### src/rtl/alu_pkg.sv
// alu_pkg: shared definitions for the ALU command sequencer.
//   - opcode encodings presented on cmd_op / alu_op / res_op
//   - seq_state_t: sequencer FSM states
//   - fixed result bytes returned on divide-by-zero and ALU timeout
//   - cmd_t: one queued command as stored in the FIFO
package alu_pkg;

   localparam logic [1:0] OP_ADD = 2'b00;
   localparam logic [1:0] OP_SUB = 2'b01;
   localparam logic [1:0] OP_MUL = 2'b10;
   localparam logic [1:0] OP_DIV = 2'b11;

   localparam logic [7:0] DIV0_RESULT    = 8'hFF;
   localparam logic [7:0] TIMEOUT_RESULT = 8'h00;

   localparam int unsigned CMD_W = 18;

   typedef enum logic [2:0] {
      IDLE,
      SEND_A,
      SEND_B,
      WAIT,
      HOLD
   } seq_state_t;

   typedef struct packed {
      logic [1:0] op;
      logic [7:0] a;
      logic [7:0] b;
   } cmd_t;

   // Divide by zero is answered locally; the ALU never sees it.
   function automatic logic is_div0(input cmd_t c);
      return (c.op == OP_DIV) && (c.b == 8'h00);
   endfunction

endpackage

### src/rtl/cmd_fifo.sv
// cmd_fifo: synchronous FIFO with wrap-around pointers.
// Ports:
//   clk, rst     clock, asynchronous active-low reset
//   push, wdata  write request and data (ignored when full)
//   pop,  rdata  read request and head-of-queue data (ignored when empty)
//   full, empty  occupancy flags, derived from the registered count
module cmd_fifo #(
   parameter int unsigned WIDTH = 18,
   parameter int unsigned DEPTH = 4
) (
   input  logic             clk,
   input  logic             rst,
   input  logic             push,
   input  logic [WIDTH-1:0] wdata,
   input  logic             pop,
   output logic [WIDTH-1:0] rdata,
   output logic             full,
   output logic             empty
);

   localparam int unsigned AW = $clog2(DEPTH);

   logic [WIDTH-1:0] mem [DEPTH];
   logic [AW-1:0]    wr_ptr;
   logic [AW-1:0]    rd_ptr;
   logic [AW:0]      count;
   logic             do_push;
   logic             do_pop;

   assign full    = (count == (AW+1)'(DEPTH));
   assign empty   = (count == '0);
   assign do_push = push && !full;
   assign do_pop  = pop && !empty;
   assign rdata   = mem[rd_ptr];

   always_ff @(posedge clk) begin
      if (do_push) mem[wr_ptr] <= wdata;
   end

   // DEPTH is a power of two, so the pointers wrap by plain overflow.
   always_ff @(posedge clk or negedge rst) begin
      if (!rst) begin
         wr_ptr <= '0;
         rd_ptr <= '0;
         count  <= '0;
      end else begin
         if (do_push) wr_ptr <= wr_ptr + 1'b1;
         if (do_pop)  rd_ptr <= rd_ptr + 1'b1;
         case ({do_push, do_pop})
            2'b10:   count <= count + 1'b1;
            2'b01:   count <= count - 1'b1;
            default: count <= count;
         endcase
      end
   end

endmodule

### src/rtl/alu_cmd_seq.sv
// alu_cmd_seq: queues {op, A, B} commands and serialises each onto the
// byte-wide ALU bus as two beats, then returns the result via valid/ready.
// Ports:
//   clk, rst                      clock, asynchronous active-low reset
//   cmd_valid/cmd_ready           command handshake (cmd_ready = FIFO not full)
//   cmd_op, cmd_a, cmd_b          command opcode and operands
//   alu_in, alu_op, alu_valid     operand beats towards the ALU
//   alu_o, alu_ready              ALU result and completion strobe
//   res_valid/res_ready           result handshake towards the consumer
//   res_data, res_op, res_err     result byte, its opcode, div0/timeout flag
module alu_cmd_seq
   import alu_pkg::*;
#(
   parameter int unsigned DEPTH   = 4,
   parameter int unsigned TIMEOUT = 64
) (
   input  logic       clk,
   input  logic       rst,
   input  logic       cmd_valid,
   output logic       cmd_ready,
   input  logic [1:0] cmd_op,
   input  logic [7:0] cmd_a,
   input  logic [7:0] cmd_b,
   output logic [7:0] alu_in,
   output logic [1:0] alu_op,
   output logic       alu_valid,
   input  logic [7:0] alu_o,
   input  logic       alu_ready,
   output logic       res_valid,
   input  logic       res_ready,
   output logic [7:0] res_data,
   output logic [1:0] res_op,
   output logic       res_err
);

   localparam int unsigned CW = $clog2(TIMEOUT);

   seq_state_t    state;
   cmd_t          wr_cmd;
   cmd_t          rd_cmd;
   logic          full;
   logic          empty;
   logic          pop;
   logic [7:0]    a_q;
   logic [7:0]    b_q;
   logic [1:0]    op_q;
   logic [CW-1:0] cnt;

   assign wr_cmd    = '{op: cmd_op, a: cmd_a, b: cmd_b};
   assign cmd_ready = !full;
   assign pop       = (state == IDLE) && !empty;

   cmd_fifo #(
      .WIDTH (CMD_W),
      .DEPTH (DEPTH)
   ) u_fifo (
      .clk   (clk),
      .rst   (rst),
      .push  (cmd_valid),
      .wdata (wr_cmd),
      .pop   (pop),
      .rdata (rd_cmd),
      .full  (full),
      .empty (empty)
   );

   // Each state's outputs take effect on the edge taken in that state, so
   // res_valid rises one edge after HOLD is entered.
   always_ff @(posedge clk or negedge rst) begin
      if (!rst) begin
         state     <= IDLE;
         a_q       <= '0;
         b_q       <= '0;
         op_q      <= '0;
         cnt       <= '0;
         alu_in    <= '0;
         alu_op    <= '0;
         alu_valid <= 1'b0;
         res_valid <= 1'b0;
         res_data  <= '0;
         res_op    <= '0;
         res_err   <= 1'b0;
      end else begin
         case (state)
            IDLE: begin
               if (!empty) begin
                  if (is_div0(rd_cmd)) begin
                     res_data <= DIV0_RESULT;
                     res_err  <= 1'b1;
                     res_op   <= rd_cmd.op;
                     state    <= HOLD;
                  end else begin
                     a_q   <= rd_cmd.a;
                     b_q   <= rd_cmd.b;
                     op_q  <= rd_cmd.op;
                     state <= SEND_A;
                  end
               end
            end
            SEND_A: begin
               alu_valid <= 1'b1;
               alu_in    <= a_q;
               alu_op    <= op_q;
               state     <= SEND_B;
            end
            SEND_B: begin
               alu_valid <= 1'b1;
               alu_in    <= b_q;
               alu_op    <= op_q;
               cnt       <= '0;
               state     <= WAIT;
            end
            WAIT: begin
               alu_valid <= 1'b0;
               if (alu_ready) begin
                  res_data <= alu_o;
                  res_err  <= 1'b0;
                  res_op   <= op_q;
                  state    <= HOLD;
               end else if (cnt == CW'(TIMEOUT - 1)) begin
                  res_data <= TIMEOUT_RESULT;
                  res_err  <= 1'b1;
                  res_op   <= op_q;
                  state    <= HOLD;
               end else begin
                  cnt <= cnt + 1'b1;
               end
            end
            HOLD: begin
               if (res_valid && res_ready) begin
                  res_valid <= 1'b0;
                  state     <= IDLE;
               end else begin
                  res_valid <= 1'b1;
               end
            end
            default: state <= IDLE;
         endcase
      end
   end

endmodule
### config.mk
export PLATFORM = sky130hd
export DESIGN_NAME = alu_cmd_seq
export DESIGN_NICKNAME = d
export VERILOG_FILES = /design/src/rtl/alu_pkg.sv /design/src/rtl/cmd_fifo.sv /design/src/rtl/alu_cmd_seq.sv
export SDC_FILE = /design/constraint.sdc
export NUM_CORES = 1
export LEC_CHECK = 0
export CAP_MARGIN = 10
export CORE_MARGIN = 3
export CORE_UTILIZATION = 60
export CTS_CLUSTER_SIZE = 30
export DETAILED_ROUTE_END_ITERATION = 7
export DONT_BUFFER_PORTS = 1
export PLACE_DENSITY_LB_ADDON = 0.12
export SYNTH_ARGS = -nofsm -noshare
export SYNTH_HDL_FRONTEND = slang
export SYNTH_SLANG_ARGS = --single-unit
### constraint.sdc
create_clock -name clk -period 6.1 [get_ports clk]
set_input_delay 0.915 -clock clk [delete_from_list [all_inputs] [get_ports clk]]
set_output_delay 0.915 -clock clk [all_outputs]
set_load 0.01 [all_outputs]
# ---- Word level (Yosys, flattened, before mapping)
# Memory sizes are Yosys's and may differ from the RTL's.
# Cells that the tools add are included.
dict set report totals {
  elab_cells 88
  ram_bits 72
  mem_count 1
  output_inout_bits 24
  ff_bits 57
}
# name words word_bits read_ports rd_ports_with_merged_regs wr line_no
set mem_list {}
lappend mem_list {u_fifo.mem 4 18 1 0 1 cmd_fifo.sv:23} ;# logic [WIDTH-1:0] mem [DEPTH];
dict set report op_classes {
  eq_ne 15
  add_sub_neg 5
  muxes 30
  reduce_logical 20
  bitwise_logic 2
}
# cell n
set op_table {}
lappend op_table {{2-to-1 mux 8 bit} 4}
lappend op_table {{one-hot mux 8 bit (2 select lines)} 2}
lappend op_table {{2-to-1 mux 3 bit} 5}
lappend op_table {{one-hot mux 3 bit (5 select lines)} 1}
lappend op_table {{2-to-1 mux 6 bit} 2}
lappend op_table {{one-hot mux 6 bit (2 select lines)} 1}
lappend op_table {{nonzero test 2 bit} 5}
lappend op_table {{AND reduction 3 bit} 3}
lappend op_table {{logical NOT 8 bit} 1}
lappend op_table {{2-to-1 mux 2 bit} 4}
lappend op_table {{inequality test 2 bit, second input constant} 4}
lappend op_table {{2-to-1 mux 1 bit} 7}
lappend op_table {{adder 6 x 1 -> 6 bit, second input constant} 1}
lappend op_table {{== test 3 x 2 -> 1 bit, second input constant} 2}
lappend op_table {{== test 3 bit, second input constant} 2}
lappend op_table {{== test 6 bit, second input constant} 1}
lappend op_table {{logical NOT 3 bit} 2}
lappend op_table {{one-hot mux 3 bit (2 select lines)} 1}
lappend op_table {{logical AND 1 bit} 5}
lappend op_table {{adder 2 x 1 -> 2 bit, second input constant} 2}
lappend op_table {{== test 2 bit, second input constant} 2}
lappend op_table {{one-hot mux 1 bit (2 select lines)} 2}
lappend op_table {{one-hot mux 2 bit (2 select lines)} 1}
lappend op_table {{AND reduction 4 bit} 1}
lappend op_table {{9 further kinds} 11}

# ---- Longest topological paths before layout
# Gate-level depths: netlist (run 1).
dict set report depth {
  word_depth 6
  depth_mapped 10
  ltp_nobuf 10
}

# ---- Hierarchy
# Synthesis (run 1) repeated with hierarchy kept, for this count alone.
dict set report hier_totals {
  hier_cells 356
  area_unflattened_um2 5395.2
}
# module instances cells_each area_each_um2 seq_area_each_um2
set modules_own_cells {}
lappend modules_own_cells {cmd_fifo 1 131 3037.9 2337.2}
lappend modules_own_cells {alu_cmd_seq 1 225 2357.3 1251.2}

# ---- Worst setup path before layout (run 1)
# No wires, ideal clock.
dict set report synth_timing {
  path_type {register -> register}
  start {register u_fifo.rd_ptr[0]}
  end {register a_q[4]}
  path_slack_ps 3624
  setup_ps 128
  required_time_ps 5972
  n_path_buf 2
  stages_incl_launch_ff 8
  arrival_time_ps 2348
  path_cell_list {dfrtp_1 > buf_6 > mux4_2 > or4_4 > nor3_2 > nor2_2 > buf_2 > mux2_1}
}
dict set report synth_between {
  elab_chain_len 5
  word_cells_on_any_way 6
  classes_between {1 x eq/ne; 1 x bitwise; 3 x reduce/logical; 1 x memory}
}
# item line_no
set synth_lines {}
lappend synth_lines {{start, declared} cmd_fifo.sv:25} ;# logic [AW-1:0] rd_ptr;
lappend synth_lines {{start signal, assigned} cmd_fifo.sv:48} ;# if (do_pop) rd_ptr <= rd_ptr + 1'b1;
lappend synth_lines {{memory read (4 x 18 bit) (*)} -}
lappend synth_lines {{logical NOT 8 bit / == test 2 bit (equally long branches)} alu_pkg.sv:34} ;# return (c.op == OP_DIV) && (c.b == 8'h00);
lappend synth_lines {{logical AND 1 bit} alu_pkg.sv:34}
lappend synth_lines {{NOT 1 bit (no source line)} -}
lappend synth_lines {{AND reduction 3 bit (no source line)} -}
lappend synth_lines {{end signal, assigned} alu_cmd_seq.sv:93} ;# a_q <= rd_cmd.a;
lappend synth_lines {{end, declared} alu_cmd_seq.sv:44} ;# logic [7:0] a_q;
# Every way passes the cells marked *; elsewhere a longest branch is shown, timed or not.
# A chain may end at the register's enable or synchronous reset.

# ---- Final worst setup path (run 1)
dict set report layout_timing {
  start {register u_fifo.rd_ptr[1]}
  end {register res_op[1]}
}
dict set report layout_between {
  elab_chain_len 5
  word_cells_on_any_way 9
  classes_between {2 x eq/ne; 3 x mux; 3 x reduce/logical; 1 x memory}
}
# item line_no
set layout_lines {}
lappend layout_lines {{memory read (4 x 18 bit) (*)} -}
lappend layout_lines {{logical NOT 8 bit / == test 2 bit (equally long branches)} alu_pkg.sv:34}
lappend layout_lines {{logical AND 1 bit} alu_pkg.sv:34}
lappend layout_lines {{inequality test 2 x 1 -> 1 bit (no source line)} -}
lappend layout_lines {{AND reduction 4 bit (no source line)} -}
lappend layout_lines {{end signal, assigned} alu_cmd_seq.sv:90} ;# res_op <= rd_cmd.op;
lappend layout_lines {{end signal, assigned} alu_cmd_seq.sv:118} ;# res_op <= op_q;
lappend layout_lines {{end signal, assigned} alu_cmd_seq.sv:123} ;# res_op <= op_q;
lappend layout_lines {{end, declared} alu_cmd_seq.sv:32} ;# output logic [1:0] res_op,
# Every way passes the cells marked *; elsewhere a longest branch is shown, timed or not. The select of a mux whose other input is x is not followed.

==> metrics.yaml, run 1 <==
grt_first_pass_wirelength_um: 15100
remaining_drc_errors: 0
slew_violations: 0
setup-tns-final_ps: 0
slowest_stage: "dfrtp_1"
synth_xor_area_frac: 0.0136
fmax_mhz: 351
grt_max_degree: 58
cts_hold_repair.buffers: 0
seqPwrFrac: 0.439
p_int_w: 0.00226
critPathArrivalTime_ps: 3280
worstPathCellList: "mux4_1, or4_4, or4_4, nand2_4, a2bb2oi_1"
yosys_warnings: 0
io_buffers: 0
pwr-share-comb: 0.240
yosysTopAreaCell: "edfxtp_1"
ant_nets: 0
io_pins: 55
status: "completed"
fin_crit_sh: 0.467
floorplan.initialDensity: 0.623
nets: 369
worstSetupPathType: "register to register"
rsz0062_at_grt: "no"
synth-seq-cells: 129
power_leakage_nw: 2.22
layout_setup_ws_ps: 3250
switchingPower_w: 0.00102
maxSlewHeadroom: 0.333
die_h_um: 98.6
path_delay_family: "simple AND/OR/NAND/NOR gates"
row_count: 33
hold_viol: 0
synth_top_family_by_area: "multiplexers"
drive_gt1_frac: 0.195
drv_cap: 0
worst_path_largest_cell_delay_ps: 890
endpoint_kind: "register"
yosysMostFrequentCell: "edfxtp_1"
synth_nets: 360
yosysTopAreaCellShare: 0.420
cts.htree.levels: 4
cts_tree: "built"
ys_types: 47
start_kind: "register"
ir_worst_vdd_mv: 0.311
drt_iter0_markers: 112
routed_wl_um: 9110
path_clk_slew_ps: 60
synth_area_per_cell_um2: 16.0
synth_commonest_cells: "edfxtp_1, dfrtp_1, nand2_1"
finalCoreUtilization: 0.708
wl_per_cell_um: 20.3
critPathRequiredTime_ps: 6540
synth-main-ff-cell: "edfxtp_1"
tightest_slew_ps: 993
clockPowerShare: 0.321
worstSkewPairLatency_ps: 520
grt_overflow_total: 0
syn_to_final_growth_pct: 13.6
p_sw_frac: 0.312
synth_area_leaders: "edfxtp_1, dfrtp_1, mux4_2"
finalSetupViolCount: 0
synth-compound-area-share: 0.0637
fp.dieW_um: 98.6
first_pass_iters: 4
pre_cts_ws_ps: 3250
antenna_found_initial: 0
cts-buffers-inserted: 17
yosys.area_share.adder: 0.0185
async_reset_ff_frac: 0.442
dp_hpwl_um: 5750
min_period_ps: 2850
powerDensity_nw_per_um2: 561
netlist_area_um2: 5150
muxShareOfSynthArea: 0.124
post_cts_resized: 0
syn-instance-count: 322
cts_setup_buffers: 0
routed_via_density: 5.97
synth-edff-count: 72
place.gp.congestion: 0.784
ys_seq_area_frac: 0.697
grt_pass1_vias: 2923
track_usage: 0.208
crit_path_frequent_cell: "or4_4"
crit_buf_inv: 0
finClkSkew_ps: 9.07
p_total_w: 0.00328
hp-class: "input port to async pin"
die-area_um2: 9730
core_area_um2: 8260
cts_root_buf: "clkbuf_8"
crit_fanout: 19
yosys.area_share.simple: 0.0642
vias: 2682
cts_num_sinks: 129
clock_path_buffers: 2
diodes: 0
==> worst paths after layout <==
path / depth (start not counted) / to / slack, ps / from
worst max-delay path: 5 / res_op[1] / 3250 / u_fifo.rd_ptr[1]
worst min-delay path: 0 / res_data[0] / 90 / rst
worst max register to register: 5 / res_op[1] / 3250 / u_fifo.rd_ptr[1]
worst min register to register: 1 / a_q[5] / 500 / a_q[5]
max in group asynchronous: 0 / cnt[5] / 5920 / rst
min in group clk: 1 / res_err / 470 / alu_ready
==> through the flow <==
stage / hold WS [ps] / area [µm²] / std cells
2_1_floorplan: 456 / 5150 / 322
3_3_place_gp: 474 / 5230 / 417
3_5_place_dp: 482 / 5230 / 417
4_1_cts: 68.1 / 5850 / 449
5_1_grt: 55.9 / 5850 / 449
6_report: 89.5 / 5850 / 449
==> flip-flops by register name, summed over array words and instances, names as in the netlist <==
register and cells:
res_data 8, u_fifo.count 3, b_q 8, alu_op 2, cnt 6, u_fifo.mem 72
alu_in 8, alu_valid 1, state 3, a_q 8, res_op 2, op_q 2
res_err 1, u_fifo.wr_ptr 2, u_fifo.rd_ptr 2, res_valid 1
==> cell usage in the layout (no fill, tap or decap), types with 2 or more instances in the layout <==
cell type  synthesis  final
mux4_1             5      5
edfxtp_1          72     72
and3_1             5      5
clkinv_4           0      4
nand3_1            3      3
inv_1             11     11
a2bb2oi_1          2      2
nor2_2             2      2
nor3_1             4      4
mux2_2            12     12
nand2_1           24     24
clkbuf_16          0     16
a21oi_1           17     17
nor2_1            18     18
xnor2_1            5      5
o31ai_1            2      2
a22oi_1            8      8
xor2_1             3      3
o21ai_0           13     13
mux4_2            13     13
bufinv_16          0      4
inv_6              0      4
mux2_1             6      6
dfrtp_1           57     57
ha_1               6      6
or4_4              2      2
==> power groups by stage <==
stage	clock [W]	sequential [W]	combinational (W)
4_1_cts	0.00106	0.00145	0.000800
5_1_grt	0.00111	0.00147	0.000889
6_report	0.00105	0.00144	0.000787
3_5_place_dp	0	0.00146	0.000786
2_1_floorplan	0	0.00136	0.000675
3_3_place_gp	0	0.00145	0.000758
==> kinds of logic (layout without fill, tap and decap cells) <==
kind of cell,count (synthesis),after routing
flip-flops,129,129
XOR/XNOR,8,8
AO/OA/AOI/OAI,52,52
adder cells (fa/ha/maj),7,7
buffers and inverters,22,44
AND/OR/NAND/NOR,67,67
multiplexers,37,37
==> final cells by class <==
cell class              count  area, µm²
fillers                   510       2410
clock inverters            14        203
multi-input cells         171       1460
well taps                 105        131
clock buffers              18        418
inverters                  11       41.3
flip-flops and latches    129       3590
repair buffers              1       7.51
==> metal layers <==
| layer | part of all wire | routed length (µm) | up-vias | GRT usage |
|---|---|---|---|---|
| li1 | - | - | 1242 | - |
| met1 | 0.41 | 3700 | 1344 | 0.245 |
| met2 | 0.51 | 4630 | 87 | 0.342 |
| met3 | 0.077 | 697 | 9 | 0.0991 |
| met4 | 0.0094 | 86 | 0 | 0.0630 |
| met5 | 0 | 0 | - | 0 |
Power figures use the tool's default switching activity.
==> inputs of run 2 (changes only) <==
CORE_UTILIZATION = 56   (was 60)
clock period = 2.6 ns   (was 6.1 ns; I/O delays follow)
==> run 2 against run 1 <==
  * Sequential power increased by 130%
  * Utilization about the same
  * Count of clock-buffer cells in the layout decreased by 1
  * Hold slack got worse by 19 ps
  * Critical path type unchanged
  * Largest cell class unchanged
  * Largest power group unchanged
  * Highest routed layer unchanged
==> metrics.yaml, run 2 (synthesized netlist as in run 1, its figures left out) <==
status: "completed"  # unchanged
track_usage: 0.197  # was 0.208
min_period_ps: 2540  # was 2850 ps
dp_hpwl_um: 5820  # was 5750 µm
met1_usage: 0.281  # was 0.245
cts-buffers-inserted: 17  # unchanged
finalCoreUtilization: 0.709  # was 0.708
final_cells: 490  # was 449
ir_worst_vdd_mv: 0.803  # was 0.311 mV
row_count: 34  # was 33
crit_fanout: 4  # was 19
grt_max_degree: 58  # unchanged
fp.dieW_um: 102  # was 98.6 µm
grt_pass1_vias: 2911  # was 2923
drive_gt1_frac: 0.225  # was 0.195
cts.htree.levels: 4  # unchanged
vias: 2829  # was 2682
grt_first_pass_wirelength_um: 15100  # about the same
final_common_cell: "edfxtp_1"  # unchanged
wl_per_cell_um: 18.8  # was 20.3 µm
powerDensity_nw_per_um2: 1270  # was 561 nW/µm²
antenna_found_initial: 0  # unchanged
die-area_um2: 10400  # was 9730 µm²
core_area_um2: 8810  # was 8260 µm²
cts_tree: "built"  # unchanged
io_buffers: 0  # unchanged
busiest_layer: "met2"  # unchanged
use_met3: 0.0532  # was 0.0991
power_leakage_nw: 2.41  # was 2.22 nW
finClkSkew_ps: 12.3  # was 9.07 ps
cts_root_buf: "clkbuf_8"  # unchanged
rsz0062_at_grt: "yes"  # was no
dpl_cell_area_um2: 5340  # was 5230 µm²
routed_wl_um: 9230  # was 9110 µm
die_h_um: 102  # was 98.6 µm
drv_cap: 0  # unchanged
endpoint_kind: "register"  # unchanged
critPathRequiredTime_ps: 3030  # was 6540 ps
place.gp.congestion: 0.778  # was 0.784
drt_iter0_markers: 89  # was 112
path_clk_slew_ps: 60  # about the same
routed_via_density: 5.77  # was 5.97
grt_overflow_total: 0  # unchanged
first_pass_iters: 4  # unchanged
floorplan.initialDensity: 0.585  # was 0.623
finalSetupViolCount: 0  # unchanged
fillers: 586  # was 510
maxSlewHeadroom: 0.271  # was 0.333
reg2reg_slack_ps: 60  # was 3250 ps
largest_register_ffs: 72  # unchanged
hold_viol: 0  # unchanged
tightest_slew_ps: 1090  # was 993 ps
nets: 407  # was 369
setup-tns-final_ps: 0  # unchanged
design_area_um2: 6240  # was 5850 µm²
layout_common_cells: "edfxtp_1, dfrtp_1, nand2_1"  # unchanged
worstSkewPairLatency_ps: 500  # was 520 ps
p_total_w: 0.00790  # was 0.00328 W
ant_nets: 0  # unchanged
use_met2: 0.302  # was 0.342
critPathArrivalTime_ps: 2970  # was 3280 ps
syn_to_final_growth_pct: 21.2  # was 13.6%
worstSetupPathType: "register to register"  # unchanged
start_kind: "register"  # unchanged
cts_num_sinks: 129  # unchanged
hp-class: "input port to register"  # was input port to async pin
remaining_drc_errors: 0  # unchanged
placed_cells: 433  # was 417
fmax_mhz: 393  # was 351 MHz
slew_violations: 0  # unchanged
diodes: 0  # unchanged
fin_crit_sh: 0.978  # was 0.467
clock_path_buffers: 2  # unchanged
io_pins: 55  # unchanged
largest-register: "u_fifo.mem"  # unchanged
## run 2: report_power, final
| part | leakage, nW | internal, W | switching (W) |
|---|---|---|---|
| sequential | 1.34 | 0.00286 | 0.000457 |
| combinational | 0.767 | 0.00101 | 0.00110 |
| clock | 0.303 | 0.00165 | 0.000833 |
## run 2: final timing paths
| check | startpoint | cells after the start | endpoint |
|---|---|---|---|
| min in group asynchronous | rst | 2 | alu_in[5] |
| setup reg to reg | u_fifo.rd_ptr[0] | 5 | res_data[3] |
| hold / removal | alu_o[4] | 2 | res_data[4] |
| hold reg to reg | a_q[6] | 1 | a_q[6] |
| setup / recovery | u_fifo.rd_ptr[0] | 5 | res_data[3] |
| max in group asynchronous | rst | 2 | u_fifo.rd_ptr[0] |
## run 2: layout make-up
class                   instances  area [µm²]  area share
flip-flops and latches        129        3590       0.575
multi-input cells             171        1470       0.235
clock buffers                  17         414      0.0664
repair buffers                 39         379      0.0608
clock inverters                15         214      0.0343
well taps                     108         135      0.0217
inverters                      11        41.3     0.00662
## run 2: stage by stage
stage	hold slack [ps]	setup WS, ps
6_report	70.8	57.6
3_5_place_dp	96.0	-2.69
3_3_place_gp	96.1	62.2
2_1_floorplan	94.4	124
5_1_grt	56.0	-12.3
4_1_cts	53.6	23.2
## run 2: repair_timing
action,CTS,global route
setup buffers,0,4
resized for setup,1,2
hold buffers,21,0
hold endpoints to repair,130,0
pin swaps,0,1
endpoints found under the setup margin,2,9
## run 2: metal layers
layer,part of all wire,wire (µm),vias up
met5,0,0,-
met1,0.46,4250,1437
met2,0.49,4490,67
met4,0.0076,70,0
met3,0.045,414,8
li1,-,-,1317
## run 2: critical path: stages (launching register included)
cell and delay (ps):
dfrtp_2 400, mux4_1 620, or4_4 570, or4_4 590
buf_4 180, a21oi_1 120
